**src/rtl/ps2_host_tx_pkg.sv**
```systemverilog
// Shared constants for the PS/2 host transmitter: FSM encodings, error codes,
// and the time-to-cycles helper used to size every timeout.
package ps2_host_tx_pkg;

    localparam logic [3:0] S_IDLE      = 4'd0;
    localparam logic [3:0] S_INHIBIT   = 4'd1;
    localparam logic [3:0] S_REQ       = 4'd2;
    localparam logic [3:0] S_WAIT_DEV  = 4'd3;
    localparam logic [3:0] S_SHIFT     = 4'd4;
    localparam logic [3:0] S_ACK       = 4'd5;
    localparam logic [3:0] S_WAIT_IDLE = 4'd6;
    localparam logic [3:0] S_DONE      = 4'd7;
    localparam logic [3:0] S_ERR       = 4'd8;

    localparam logic [1:0] ERR_NONE  = 2'b00;
    localparam logic [1:0] ERR_START = 2'b01;
    localparam logic [1:0] ERR_FRAME = 2'b10;
    localparam logic [1:0] ERR_NACK  = 2'b11;

    // per_sec is 1_000_000 for microseconds, 1_000 for milliseconds
    function automatic int to_cyc(input int freq, input int per_sec, input int amount);
        return freq / per_sec * amount;
    endfunction

endpackage

```
**src/rtl/ps2_line_filter.sv**
```systemverilog
// Pad input conditioner: 2-FF synchroniser, stability filter, edge pulses.
// Shared between the PS/2 transmitter and receiver.
module ps2_line_filter #(
    parameter int FILT_LEN = 8
) (
    input  logic clk,
    input  logic rst,
    input  logic line_i,
    output logic filt_o,
    output logic fall_o,
    output logic rise_o
);

    localparam int CW = (FILT_LEN > 1) ? $clog2(FILT_LEN) : 1;

    logic [1:0]    sync_q;
    logic          filt_q;
    logic          prev_q;
    logic [CW-1:0] cnt_q;

    // Idle bus is high, so everything resets to 1 to avoid a false edge.
    always_ff @(posedge clk or negedge rst) begin
        if (!rst) begin
            sync_q <= 2'b11;
            filt_q <= 1'b1;
            prev_q <= 1'b1;
            cnt_q  <= '0;
        end else begin
            sync_q <= {sync_q[0], line_i};
            prev_q <= filt_q;
            if (sync_q[1] == filt_q) begin
                cnt_q <= '0;
            end else if (cnt_q == CW'(FILT_LEN - 1)) begin
                filt_q <= sync_q[1];
                cnt_q  <= '0;
            end else begin
                cnt_q <= cnt_q + 1'b1;
            end
        end
    end

    assign filt_o = filt_q;
    assign fall_o = prev_q & ~filt_q;
    assign rise_o = ~prev_q & filt_q;

endmodule

```
**src/rtl/ps2_host_tx.sv**
```systemverilog
// PS/2 host-to-device command transmitter: inhibit, request-to-send, shift the
// frame on the device clock and check the device ACK.
module ps2_host_tx
    import ps2_host_tx_pkg::*;
#(
    parameter int clk_freq    = 50000000,
    parameter int inhibit_us  = 100,
    parameter int start_to_ms = 15,
    parameter int frame_to_ms = 2,
    parameter int filt_len    = 8
) (
    input  logic       clk,
    input  logic       rst,
    input  logic [7:0] tx_data,
    input  logic       tx_start,
    output logic       tx_busy,
    output logic       tx_done,
    output logic       tx_err,
    output logic [1:0] tx_err_code,
    output logic       rx_hold,
    input  logic       ps2_clk_i,
    input  logic       ps2_data_i,
    output logic       ps2_clk_oe,
    output logic       ps2_data_oe
);

    localparam int INHIBIT_CYC = to_cyc(clk_freq, 1000000, inhibit_us);
    localparam int START_CYC   = to_cyc(clk_freq, 1000, start_to_ms);
    localparam int FRAME_CYC   = to_cyc(clk_freq, 1000, frame_to_ms);
    localparam int MAX_A       = (START_CYC > FRAME_CYC) ? START_CYC : FRAME_CYC;
    localparam int MAX_CYC     = (MAX_A > INHIBIT_CYC) ? MAX_A : INHIBIT_CYC;
    localparam int TW          = $clog2(MAX_CYC + 1);

    logic [1:0] pad_in, line_filt, line_fall, line_rise;
    logic       unused_edges;

    assign pad_in = {ps2_data_i, ps2_clk_i};

    for (genvar g = 0; g < 2; g++) begin : g_filt
        ps2_line_filter #(.FILT_LEN(filt_len)) u_filt (
            .clk    (clk),
            .rst    (rst),
            .line_i (pad_in[g]),
            .filt_o (line_filt[g]),
            .fall_o (line_fall[g]),
            .rise_o (line_rise[g])
        );
    end

    assign unused_edges = ^{line_fall[1], line_rise};

    logic          clk_f, data_f, clk_fall;
    assign clk_f    = line_filt[0];
    assign data_f   = line_filt[1];
    assign clk_fall = line_fall[0];

    logic [3:0]    state_q, state_d;
    logic [TW-1:0] tmr_q, tmr_d;
    logic [3:0]    bitcnt_q, bitcnt_d;
    logic [9:0]    shreg_q, shreg_d;
    logic          clk_oe_q, clk_oe_d, data_oe_q, data_oe_d;
    logic [1:0]    err_q, err_d;
    logic          frame_to;

    assign frame_to = (tmr_q == TW'(FRAME_CYC - 1));

    always_comb begin
        state_d   = state_q;
        tmr_d     = tmr_q + 1'b1;
        bitcnt_d  = bitcnt_q;
        shreg_d   = shreg_q;
        clk_oe_d  = clk_oe_q;
        data_oe_d = data_oe_q;
        err_d     = err_q;
        case (state_q)
            S_IDLE: begin
                tmr_d = '0;
                if (tx_start) begin
                    shreg_d   = {1'b1, ~^tx_data, tx_data};
                    bitcnt_d  = '0;
                    err_d     = ERR_NONE;
                    clk_oe_d  = 1'b1;
                    data_oe_d = 1'b0;
                    state_d   = S_INHIBIT;
                end
            end
            S_INHIBIT: begin
                if (tmr_q == TW'(INHIBIT_CYC - 1)) begin
                    data_oe_d = 1'b1;
                    state_d   = S_REQ;
                end
            end
            S_REQ: begin
                clk_oe_d = 1'b0;
                tmr_d    = '0;
                state_d  = S_WAIT_DEV;
            end
            S_WAIT_DEV: begin
                if (clk_fall) begin
                    // First device edge also starts the whole-frame timer.
                    data_oe_d = ~shreg_q[0];
                    shreg_d   = {1'b1, shreg_q[9:1]};
                    bitcnt_d  = 4'd1;
                    tmr_d     = '0;
                    state_d   = S_SHIFT;
                end else if (tmr_q == TW'(START_CYC - 1)) begin
                    data_oe_d = 1'b0;
                    err_d     = ERR_START;
                    state_d   = S_ERR;
                end
            end
            S_SHIFT: begin
                if (frame_to) begin
                    data_oe_d = 1'b0;
                    err_d     = ERR_FRAME;
                    state_d   = S_ERR;
                end else if (clk_fall) begin
                    // bitcnt 8 presents parity, 9 the stop bit (release)
                    data_oe_d = ~shreg_q[0];
                    shreg_d   = {1'b1, shreg_q[9:1]};
                    bitcnt_d  = bitcnt_q + 1'b1;
                    if (bitcnt_q == 4'd9) state_d = S_ACK;
                end
            end
            S_ACK: begin
                if (frame_to) begin
                    err_d   = ERR_FRAME;
                    state_d = S_ERR;
                end else if (clk_fall) begin
                    bitcnt_d = 4'd10;
                    if (!data_f) begin
                        state_d = S_WAIT_IDLE;
                    end else begin
                        err_d   = ERR_NACK;
                        state_d = S_ERR;
                    end
                end
            end
            S_WAIT_IDLE: begin
                if (frame_to) begin
                    err_d   = ERR_FRAME;
                    state_d = S_ERR;
                end else if (clk_f && data_f) begin
                    state_d = S_DONE;
                end
            end
            S_DONE, S_ERR: begin
                tmr_d   = '0;
                state_d = S_IDLE;
            end
            default: begin
                clk_oe_d  = 1'b0;
                data_oe_d = 1'b0;
                state_d   = S_IDLE;
            end
        endcase
    end

    always_ff @(posedge clk or negedge rst) begin
        if (!rst) begin
            state_q   <= S_IDLE;
            tmr_q     <= '0;
            bitcnt_q  <= '0;
            shreg_q   <= '0;
            clk_oe_q  <= 1'b0;
            data_oe_q <= 1'b0;
            err_q     <= ERR_NONE;
        end else begin
            state_q   <= state_d;
            tmr_q     <= tmr_d;
            bitcnt_q  <= bitcnt_d;
            shreg_q   <= shreg_d;
            clk_oe_q  <= clk_oe_d;
            data_oe_q <= data_oe_d;
            err_q     <= err_d;
        end
    end

    assign tx_busy     = (state_q != S_IDLE);
    assign rx_hold     = tx_busy;
    assign tx_done     = (state_q == S_DONE);
    assign tx_err      = (state_q == S_ERR);
    assign tx_err_code = tx_err ? err_q : ERR_NONE;
    assign ps2_clk_oe  = clk_oe_q;
    assign ps2_data_oe = data_oe_q;

endmodule

```
**config.mk**
```make
export PLATFORM = sky130hd
export DESIGN_NAME = ps2_host_tx
export DESIGN_NICKNAME = d
export VERILOG_FILES = /design/src/rtl/ps2_host_tx_pkg.sv /design/src/rtl/ps2_line_filter.sv /design/src/rtl/ps2_host_tx.sv
export SDC_FILE = /design/constraint.sdc
export NUM_CORES = 1
export LEC_CHECK = 0
export BUFFER_PORTS_ARGS = -buffer_cell sky130_fd_sc_hd__buf_2
export CORE_MARGIN = 2
export CORE_UTILIZATION = 60
export CTS_BUF_LIST = sky130_fd_sc_hd__clkbuf_4 sky130_fd_sc_hd__clkbuf_8
export CTS_CLUSTER_SIZE = 28
export DETAILED_ROUTE_END_ITERATION = 16
export PLACE_DENSITY = 0.79
export SYNTH_ARGS = -nofsm -noshare
export SYNTH_HDL_FRONTEND = slang
export SYNTH_SLANG_ARGS = --single-unit
```
**constraint.sdc**
```tcl
create_clock -name clk -period 2.2 [get_ports clk]
set_input_delay 0.11 -clock clk [delete_from_list [all_inputs] [get_ports clk]]
set_output_delay 0.11 -clock clk [all_outputs]
set_load 0.05 [all_outputs]
```
# == Word level (Yosys, flattened, before mapping) ==
# Index checks and enable logic that the tools add are counted.
# word_totals
regBits,55
# op_classes
n_addsub,4
eq_ne,32
mux,48
n_bitwise,7
reduce_logical,19
# ops
op,n
$mux W4,18
$pmux W20 S2,1
$mux W10,3
$pmux W10 S3,1
$pmux W4 S7,1
$reduce_and A7 Y1,3
$add A20 B1 Y20 const B,1
$eq A20 B13 Y1 const B,1
$eq A20 B17 Y1 const B,1
$eq A20 B20 Y1 const B,1
$mux W20,1
$ne A2 B2 Y1 const B,9
$eq A4 B3 Y1 const B,4
$mux W2,8
$pmux W4 S4,1
$ne A3 B3 Y1 const B,5
$mux W3,4
$reduce_bool A4 Y1,3
$eq A4 B2 Y1 const B,2
$eq A4 B4 Y1 const B,2
$pmux W2 S4,1
$reduce_xnor A8 Y1,1
$mux W1,7
$reduce_or A7 Y1,1
20 further kinds,30

# == Depth between registers and ports, before layout ==
# Gate-level depths: netlist (run 1).
# logic_depth
depth_word,5
depth_mapped,8

# == Modules after synthesis ==
# From an unflattened synthesis (run 1), not the netlist that was laid out.
# hier_totals
hier_cells,301
area_unflattened_um2,3086.7
# modules_own_cells
module,instances,cells_each,area_each_um2,seq_area_each_um2
ps2_host_tx,1,269,2558.7,1051.0
ps2_line_filter,2,16,264.0,180.2

# == Worst setup path before layout (run 1) ==
# OpenSTA, ideal clock, no wires.
# synth_timing
path_kind,register -> output
from,register state_q[0]
to,output port tx_err_code[0]
arrival_ns,2.923
required_time_ns,2.090
slack_ns,-0.833
path_stages_with_launch,5
n_path_buf,2
cell_sequence,dfrtp_1 > buf_2 > clkbuf_1 > nor4_1 > and2_1
# synth_between
elab_chain_len,2
# synth_rtl
element,line,text
from (decl),ps2_host_tx.sv:57,"logic [3:0] state_q, state_d;"
from (signal assigned),ps2_host_tx.sv:169,state_q <= state_d;
$eq A4 B4 Y1,ps2_host_tx.sv:182,assign tx_err = (state_q == S_ERR);
net tx_err,ps2_host_tx.sv:18,"output logic tx_err,"
$mux W2,ps2_host_tx.sv:183,assign tx_err_code = tx_err ? err_q : ERR_NONE;
to (decl),ps2_host_tx.sv:19,"output logic [1:0] tx_err_code,"
# The timed path passes the listed nets, and every way through them passes these cells.

# == Worst setup path after layout (run 1) ==
# layout_timing
from,register tmr_q[5]
to,register state_q[2]
# layout_between
elab_chain_len,3
elab_cells_between_ends,14
cone_classes,9 x eq/ne; 4 x mux; 1 x reduce/logical
# layout_rtl
element,line,text
from (decl),ps2_host_tx.sv:58,"logic [TW-1:0] tmr_q, tmr_d;"
from (signal assigned),ps2_host_tx.sv:170,tmr_q <= tmr_d;
$eq A20 B17 Y1 (tied with other cells),ps2_host_tx.sv:65,assign frame_to = (tmr_q == TW'(FRAME_CYC - 1));
$ne A3 B3 Y1 (no line) (tied with other cells),n/a,
$reduce_and A7 Y1 (no line) or $pmux W4 S7 (tied branches),n/a,
# Parallel ways exist; a longest one is shown, timed or not.
# A chain may end at the register's enable or synchronous reset.

==> reports/qor.csv, run 1 <==
metric,value,unit
WL met2,2970,µm
Peak VDD IR,0.000677,V
area growth from synthesis to layout,16.8,%
core area,5010,µm²
top_reg_cell synth,dfrtp_1,
synth warn,0,
distinct cell type count after synthesis,62,
Final Total Pwr,4.41,mW
sequential element share of the synthesized area,45.1,%
drt wl/cell,14.9,µm
die area,5700,µm²
1st-iter DRT viols,213,
final worst path period need,2.06,ns
outcome,"complete, no violations",
slew margin rel.,62.5,%
GRT overflow,0,
period utilisation layout,93.8,%
routed metal-1 wirelength,2920,µm
nets,368,
via count,2380,
Routed WL,6230,µm
largest net degree at the start of global routing,31,
pwr/cell area,1230,nW/µm²
crit path kind,reg2reg,
worst-skew pair later-pin latency,0.31,ns
dominant cells by area after synthesis,"dfrtp_1 (39%), dfstp_2 (6.0%), nor2_1 (4.2%)",
global placement routability congestion,0.887,
Pre-Repair DR Iteration Count,4,
root buf cell,clkbuf_8,
Final Setup Violations,0,
placed inst area,3350,µm²
Worst Hold Slack,0.135,ns
Die Ht,75.5,µm
dpl ws,-0.0638,ns
Rows,26,
worst hold path class,in2reg,
clk_skew,0.0110,ns
H-tree depth,2,
CP Capture Type,flop,
diode count,0,
GRT Resource Usage Total,23.0,%
initial antenna violation count,0,
Mapped Area,3070,µm²
CP arrival,2.30,ns
Clock Path Buffers,2,
"flops & latches, synth",55,
chip width,75.5,µm
Startpoint Class,flop,
unrepaired setup endpoints after global routing,false,
CTS Buf Count,5,
Remaining DRCs,0,
Crit path required time,2.43,ns
"antenna viol nets, final",0,
Synth Net Count,326,
Buffers on Ports,20,
Final Hold Viols,0,
first-pass GRT wire length,10100,µm
vias in the first global route,2182,
vias per cell,5.68,
WL met3,267,µm
CTS tree,yes,
CTS Sinks,55,
cell area after layout,3580,µm²
Max Fclk,0.485,GHz
Avg Inst Size Synth,10.0,µm²
clk slew on worst S/H paths,0.10,ns
Top Layer Used,met4,
Setup TNS,0,ns
layout cell share with drive strength beyond 1,27.2,%
Max-cap violations,0,
Slew @ Worst Pin,0.561,ns
ys async rst share,100,%
Mapped Cells,306,
I/O pin count,21,
crit path max fanout,6,
"Slew Viols, Final",0,
fin worst setup slack,0.136,ns
Post-synth EDFFs,0,
Synth top area share,39.2,%
Final HPWL DP,4410,µm
LEAKAGE,1.57,nW
largest area contributor in the netlist,dfrtp_1,
Initial Utilization,61.2,%
-- synthesized netlist by cell type (all sizes together) (5+ instances only) --
library cell / number
and3: 6
a21oi: 25
nand2: 21
o21ai: 12
xor2: 11
nor3: 9
nand4: 6
ha: 7
nor2: 35
mux2: 6
xnor2: 12
nand3: 15
dfstp: 7
clkbuf: 10
and2: 5
dfrtp: 48
mux2i: 11
-- cell families (layout without fill, tap and decap cells) --
logic type,Yosys count,after routing,synth area share (%)
AOI/OAI and AO/OA,60,61,14.1
xor gates and xnor gates,23,23,6.57
adders and majority gates,7,7,2.85
buffers and inverters,19,61,3.34
DFF,55,55,45.1
muxes,17,17,5.79
and+or+nand+nor,125,125,22.2
-- area by class of cell --
type                            instances  area [µm²]
Sequential cell                        55        1390
Tap cell                               70        87.6
Multi-Input combinational cell        233        1660
Timing Repair Buffer                   48         318
Clock inverter                          2        35.0
Inverter                                5        18.8
Clock buffer                            6        82.6
Fill cell                             385        1430
-- flip-flops by register name (all words and copies together) (netlist names) --
register / cells
ps2_clk_oe: 1
g_filt.u_filt.prev_q: 1
g_filt.u_filt.cnt_q: 6
bitcnt_q: 4
state_q: 4
shreg_q: 10
g_filt.u_filt.filt_o: 2
tmr_q: 20
err_q: 2
ps2_data_oe: 1
g_filt.u_filt.sync_q: 4
-- metrics by stage --
| step | util, % | std cells |
|---|---|---|
| after floorplan | - | 306 |
| after detailed placement | 66.9 | 404 |
| after global placement | 66.9 | 404 |
| after global routing | 71.6 | 419 |
| after CTS | 70.1 | 415 |
| final | 71.6 | 419 |
-- repair_timing --
| action | CTS | global route |
|---|---|---|
| endpoints found under the hold margin | 54 | 0 |
| resized for setup | 1 | 5 |
| cloned | 0 | 1 |
| hold buffers | 3 | 0 |
| pin swaps | 0 | 1 |
| setup endpoints to repair | 10 | 15 |
| buffers inserted | 0 | 3 |
-- cells in the final DEF, fill, tap and decap left out, types with 3 or more instances in the layout --
cell / Yosys / routed
dfrtp_1: 48 / 48
nor2_1: 34 / 34
buf_4: 1 / 25
nand2_1: 21 / 21
buf_2: 1 / 20
nand3_1: 15 / 15
a21oi_1: 14 / 14
xnor2_1: 12 / 12
xor2_1: 11 / 11
mux2i_1: 11 / 11
o21ai_0: 10 / 10
a21oi_2: 11 / 10
nor3_1: 9 / 8
ha_1: 7 / 7
dfstp_2: 7 / 7
nand4_1: 6 / 6
mux2_2: 6 / 6
clkbuf_8: 1 / 6
and3_1: 4 / 4
or3_1: 4 / 4
nor2b_1: 4 / 4
inv_1: 4 / 4
and2_1: 4 / 4
nor3b_1: 3 / 3
o211ai_1: 3 / 3
a31oi_1: 3 / 3
o31ai_1: 3 / 3
dlygate4sd3_1: 0 / 3
-- power by group --
part	switching, mW	leakage (nW)	internal (mW)	total (mW)
sequential	0.227	0.690	1.31	1.54
combinational	1.29	0.816	0.889	2.18
clock	0.322	0.0612	0.369	0.690
total	1.84	1.57	2.57	4.41
-- path summary, 6_finish.rpt --
check | startpoint | to | slack [ns] | cells after the start
min in group asynchronous | rst | g_filt[0].u_filt.sync_q[1] | 0.32 | 2
min reg2reg | g_filt[1].u_filt.sync_q[0] | g_filt[1].u_filt.sync_q[1] | 0.36 | 0
min | tx_data[2] | shreg_q[2] | 0.14 | 3
max reg2reg | tmr_q[5] | state_q[2] | 0.14 | 6
max in group asynchronous | rst | g_filt[1].u_filt.filt_o | 1.45 | 3
max | tmr_q[5] | state_q[2] | 0.14 | 6
-- per-layer routing --
| layer | track usage, % | up-vias |
|---|---|---|
| met5 | 0 | - |
| met4 | 6.63 | 0 |
| met3 | 3.97 | 6 |
| met2 | 36.2 | 57 |
| met1 | 32.9 | 1139 |
| li1 | - | 1178 |
-- worst max-delay path: stages (launching register included) --
cell,delay [ns]
dfrtp_1,0.46
nor3_1,0.24
nand2_1,0.16
or4_4,0.62
o21ai_2,0.16
o211ai_4,0.14
o31ai_2,0.21
Power figures use the tool's default switching activity.
==> run 2: changes to the inputs <==
SLEW_MARGIN = 40   (was default)
clock period = 2.6 ns   (was 2.2 ns; I/O delays follow)
==> run 2 against run 1 <==
Maximum frequency decreased by 9.4%. Power down 18%. Sequential power down 14%.
==> reports/qor.csv, run 2 (synthesis gave the netlist of run 1 again) <==
metric,value,unit
Final Hold Viols,0,
CP Capture Type,flop,
final worst path period need,2.28,ns
Max Fclk,0.439,GHz
Final HPWL DP,4450,µm
nets,349,
I/O pin count,21,
outcome,"complete, no violations",
CTS Buf Count,5,
fill count,419,
Final Util,67.7,%
clk_skew,0.0137,ns
CTS Sinks,55,
Setup TNS,0,ns
Final Setup Violations,0,
Top Registers,"tmr_q (20), shreg_q (10), g_filt.u_filt.cnt_q (6)",
"commonest non-fill, non-tap cell in the layout",dfrtp_1,
Initial Utilization,61.2,%
GRT overflow,0,
CTS tree,yes,
post-route insts no fill,400,
worst-skew pair later-pin latency,0.31,ns
area of the multi-input gates,1600,µm²
sequential power share,36.9,%
clk slew on worst S/H paths,0.11,ns
DP Cell Count,389,
core area,5010,µm²
vias in the first global route,2192,
dpl ws,0.311,ns
unrepaired setup endpoints after global routing,false,
worst hold path class,in2reg,
vias per cell,6.00,
Sw Ratio,42.5,%
GRT Resource Usage Total,23.8,%
WL met2,3070,µm
largest net degree at the start of global routing,44,
Largest register FFs,20,
FF-to-FF setup slack,0.32,ns
die area,5700,µm²
routed metal-1 wirelength,2770,µm
CP arrival,2.45,ns
drt wl/cell,15.7,µm
Top Layer Used,met4,
Routed WL,6300,µm
Sequential Area,1390,µm²
Clock power frac,16.3,%
crit path kind,reg2reg,
"antenna viol nets, final",0,
root buf cell,clkbuf_8,
hold_buf cts,3,
cts repair resizes,0,
Sw Pwr,1.53,mW
LEAKAGE,1.46,nW
via count,2400,
Clock Path Buffers,2,
diode count,0,
Internal,2.07,mW
Buffers on Ports,20,
WL met3,402,µm
Max-cap violations,0,
chip width,75.5,µm
Slew @ Worst Pin,0.566,ns
Crit path required time,2.77,ns
H-tree depth,2,
area growth from synthesis to layout,10.6,%
Die Ht,75.5,µm
Pre-Repair DR Iteration Count,5,
most frequent cells in the layout,"dfrtp_1 (48), nor2_1 (34), nand2_1 (21)",
Rows,26,
Remaining DRCs,0,
fin worst setup slack,0.321,ns
largest reg by FF count,tmr_q,
pwr/cell area,1060,nW/µm²
Startpoint Class,flop,
layout cell share with drive strength beyond 1,22.1,%
crit path max fanout,19,
slew margin rel.,62.3,%
initial antenna violation count,0,
Comb power frac,46.7,%
Peak VDD IR,0.000528,V
postcts setup bufs,0,
cell area after layout,3390,µm²
1st-iter DRT viols,243,
"Slew Viols, Final",0,
placed inst area,3250,µm²
period utilisation layout,87.6,%
global placement routability congestion,0.929,
first-pass GRT wire length,10300,µm
-- run 2: power by group through the flow --
stage	Sequential [mW]	Combinational, mW	Clock, mW
after CTS	1.33	1.68	0.595
after global placement	1.33	1.62	0
after detailed placement	1.34	1.67	0
after global routing	1.36	1.86	0.632
final	1.33	1.68	0.588
after floorplan	1.30	1.34	0
-- run 2: worst paths after layout --
| path | startpoint | to | cells past startpoint |
|---|---|---|---|
| max in group asynchronous | rst | shreg_q[2] | 3 |
| min in group asynchronous | rst | g_filt[1].u_filt.cnt_q[2] | 2 |
| worst max register to register | tmr_q[6] | shreg_q[4] | 6 |
| worst min register to register | g_filt[0].u_filt.sync_q[0] | g_filt[0].u_filt.sync_q[1] | 0 |
| worst min-delay path | tx_data[0] | shreg_q[0] | 3 |
| worst max-delay path | tmr_q[6] | shreg_q[4] | 6 |
-- run 2: per-layer routing --
| layer | up-vias | GRT usage (%) |
|---|---|---|
| met4 | 0 | 5.65 |
| li1 | 1135 | - |
| met5 | - | 0 |
| met2 | 105 | 39.1 |
| met3 | 9 | 4.50 |
| met1 | 1151 | 32.9 |
-- run 2: per-stage QoR --
stage	hold WS, ns	total power [mW]
2_1_floorplan	-0.166	2.64
3_3_place_gp	0.236	2.95
3_5_place_dp	0.154	3.01
4_1_cts	0.160	3.60
5_1_grt	0.180	3.86
6_report	0.152	3.60
-- run 2: worst max-delay path: stages (launching register included) --
cell and delay [ns]:
dfrtp_1 0.46, nor4b_2 0.38, nand2_1 0.18, or4_4 0.60, o2bb2ai_4 0.29, nor2_1 0.18
a21oi_2 0.05
-- run 2: cell type report --
cell class	count	area share (%)
inverters	5	0.553
flip-flops and latches	55	40.8
multi-input cells	232	47.1
well taps	70	2.58
clock buffers	5	2.03
clock inverters	3	1.40
repair buffers	30	5.46
==> run 3: changes to the inputs <==
ABC_AREA = 1   (was default)
CORE_MARGIN = default   (was 2)
REMOVE_ABC_BUFFERS = 1   (was default)
==> run 3 against run 2 <==
Critical path depth is 3 higher. Maximum frequency is 15% higher. Power is 1.3% lower. Cell count is 34% higher. Final area is 7.7% higher. Clock skew is 0.0068 ns lower. Sequential share of layout area is 2.9 points lower. Global-route usage is 2.7 points higher.
==> reports/qor.csv, run 3 <==
metric,value,unit
outcome,"complete, no violations",
Remaining DRCs,0,
Avg Inst Size Synth,7.63,µm²
period utilisation layout,76.4,%
"antenna viol nets, final",0,
Routed WL,6980,µm
via count,2886,
FF-to-FF setup slack,0.61,ns
distinct cell type count after synthesis,37,
Post-Synth XOR/XNOR Area,3.93,%
final worst path period need,1.99,ns
Max Fclk,0.503,GHz
Slew @ Worst Pin,0.681,ns
worst-skew pair later-pin latency,0.32,ns
area growth from synthesis to layout,9.32,%
most frequent cells in the layout,"nand2_1 (108), inv_1 (55), nor2_1 (54)",
CP Cell Sequence,"inv_2, nand2_1, nor2_4, nor2_2, o22ai_2, nor2_2, nand2_4, nand2_1, o21ai_2",
cell area after layout,3650,µm²
unrepaired setup endpoints after global routing,false,
Mapped Cells,438,
diode count,0,
nets,485,
GRT overflow,0,
CP arrival,2.20,ns
GRT Resource Usage Total,26.5,%
Largest register FFs,20,
Crit path required time,2.82,ns
Setup TNS,0,ns
clk_skew,0.00687,ns
fin worst setup slack,0.614,ns
Buffers on Ports,20,
pwr/cell area,972,nW/µm²
H-tree depth,2,
Final Setup Violations,0,
Synth top area share,35.9,%
clk slew on worst S/H paths,0.10,ns
Compound-Gate Fraction of Synth Area,6.47,%
drt wl/cell,13.0,µm
Synth Area in Adders,2.62,%
sequential element share of the synthesized area,41.4,%
"commonest non-fill, non-tap cell in the layout",nand2_1,
Initial Utilization,63.8,%
first-pass GRT wire length,12400,µm
"Slew Viols, Final",0,
largest area contributor in the netlist,dfrtp_1,
CP max stage cell,nor2_2,
crit path max fanout,18,
CTS Buf Count,5,
CP Capture Type,flop,
largest net degree at the start of global routing,56,
worst hold path class,in2reg,
"flops & latches, synth",55,
simple logic cell fraction of the synthesized area,34.6,%
1st-iter DRT viols,276,
Final Hold Viols,0,
CTS tree,yes,
slew margin rel.,54.6,%
root buf cell,clkbuf_8,
Mapped Area,3340,µm²
"delay-heaviest family, CP",simple AND/OR/NAND/NOR gates,
LEAKAGE,1.84,nW
initial antenna violation count,0,
dpl ws,0.616,ns
I/O pin count,21,
CTS Sinks,55,
vias in the first global route,2777,
Post-synth EDFFs,0,
ys async rst share,100,%
chip width,76.6,µm
Startpoint Class,flop,
dominant cells by area after synthesis,"dfrtp_1 (36%), nand2_1 (12%), inv_1 (6.2%)",
largest family of logic cells by synthesized area,simple AND/OR/NAND/NOR gates,
Clock Path Buffers,2,
"slowest stage delay, CP",0.51,ns
Final Total Pwr,3.55,mW
core area,5240,µm²
synth warn,0,
Rows,26,
Bufs and invs on worst path,1,
Final Util,69.8,%
Top Registers,"tmr_q (20), shreg_q (10), g_filt.u_filt.cnt_q (6)",
Die Ht,76.6,µm
Final HPWL DP,5330,µm
vias per cell,5.38,
top_reg_cell synth,dfrtp_1,
layout cell share with drive strength beyond 1,18.0,%
synth cell count leaders,"nand2_1 (108), inv_1 (55), nor2_1 (54)",
global placement routability congestion,0.962,
Top Layer Used,met4,
Pre-Repair DR Iteration Count,4,
die area,5870,µm²
post-synthesis mux area share,2.73,%
routed metal-1 wirelength,3190,µm
largest reg by FF count,tmr_q,
fill count,451,
Max-cap violations,0,
WL met2,3330,µm
crit path kind,reg2reg,
cts repair resizes,0,
placed inst area,3510,µm²
Peak VDD IR,0.000496,V
WL met3,351,µm
"count leader, synth",nand2_1,
-- run 3: timing repair --
action / in CTS / in global routing
setup buffers: 0 / 0
hold endpoints to repair: 50 / 0
hold buffers: 3 / 0
-- run 3: kinds of logic (layout without fill, tap and decap cells) --
logic type / count (synthesis) / count (layout)
and+or+nand+nor: 249 / 249
buffers and inverters: 69 / 97
DFF: 55 / 55
AOI/OAI and AO/OA: 34 / 34
xor gates and xnor gates: 15 / 15
muxes: 9 / 9
adders and majority gates: 7 / 7
-- run 3: tightest hold or removal path, delay by kind of cell --
kind	cells	cell delay, ns
AOI/OAI and AO/OA	1	0.12
muxes	1	0.08
buffers and inverters	1	0.10
-- run 3: per-stage QoR --
step / hold slack [ns] / std cells
after detailed placement: 0.236 / 525
final: 0.135 / 536
after global placement: 0.236 / 525
after CTS: 0.139 / 536
after global routing: 0.146 / 536
after floorplan: -0.166 / 434
-- run 3: metal layers --
| layer | vias to the layer above | GRT usage (%) |
|---|---|---|
| met4 | 0 | 6.92 |
| met1 | 1332 | 36.2 |
| met3 | 12 | 4.43 |
| li1 | 1438 | - |
| met2 | 104 | 43.9 |
| met5 | - | 0 |
-- run 3: report_power, final --
group          internal [mW]  total (mW)  switching [mW]
Sequential              1.09        1.24           0.152
Clock                  0.291       0.590           0.299
Combinational          0.539        1.72            1.19
-- run 3: final cells by class --
| cell class | count | area [µm²] | share of cell area [%] |
|---|---|---|---|
| multi-input cells | 314 | 1680 | 46.1 |
| flip-flops and latches | 55 | 1390 | 37.9 |
| inverters | 65 | 245 | 6.71 |
| repair buffers | 24 | 138 | 3.77 |
| well taps | 70 | 87.6 | 2.40 |
| clock buffers | 5 | 68.8 | 1.88 |
| clock inverters | 3 | 46.3 | 1.27 |
-- run 3: path summary, 6_finish.rpt --
kind                                            start                    endpoint  cells past startpoint
min                                        tx_data[6]                  shreg_q[6]                      3
max reg2reg                                state_q[2]                  shreg_q[7]                      9
max                                        state_q[2]                  shreg_q[7]                      9
min in group asynchronous                         rst   g_filt[0].u_filt.cnt_q[2]                      3
min reg2reg                g_filt[0].u_filt.sync_q[0]  g_filt[0].u_filt.sync_q[1]                      0
max in group asynchronous                         rst                  shreg_q[9]                      3
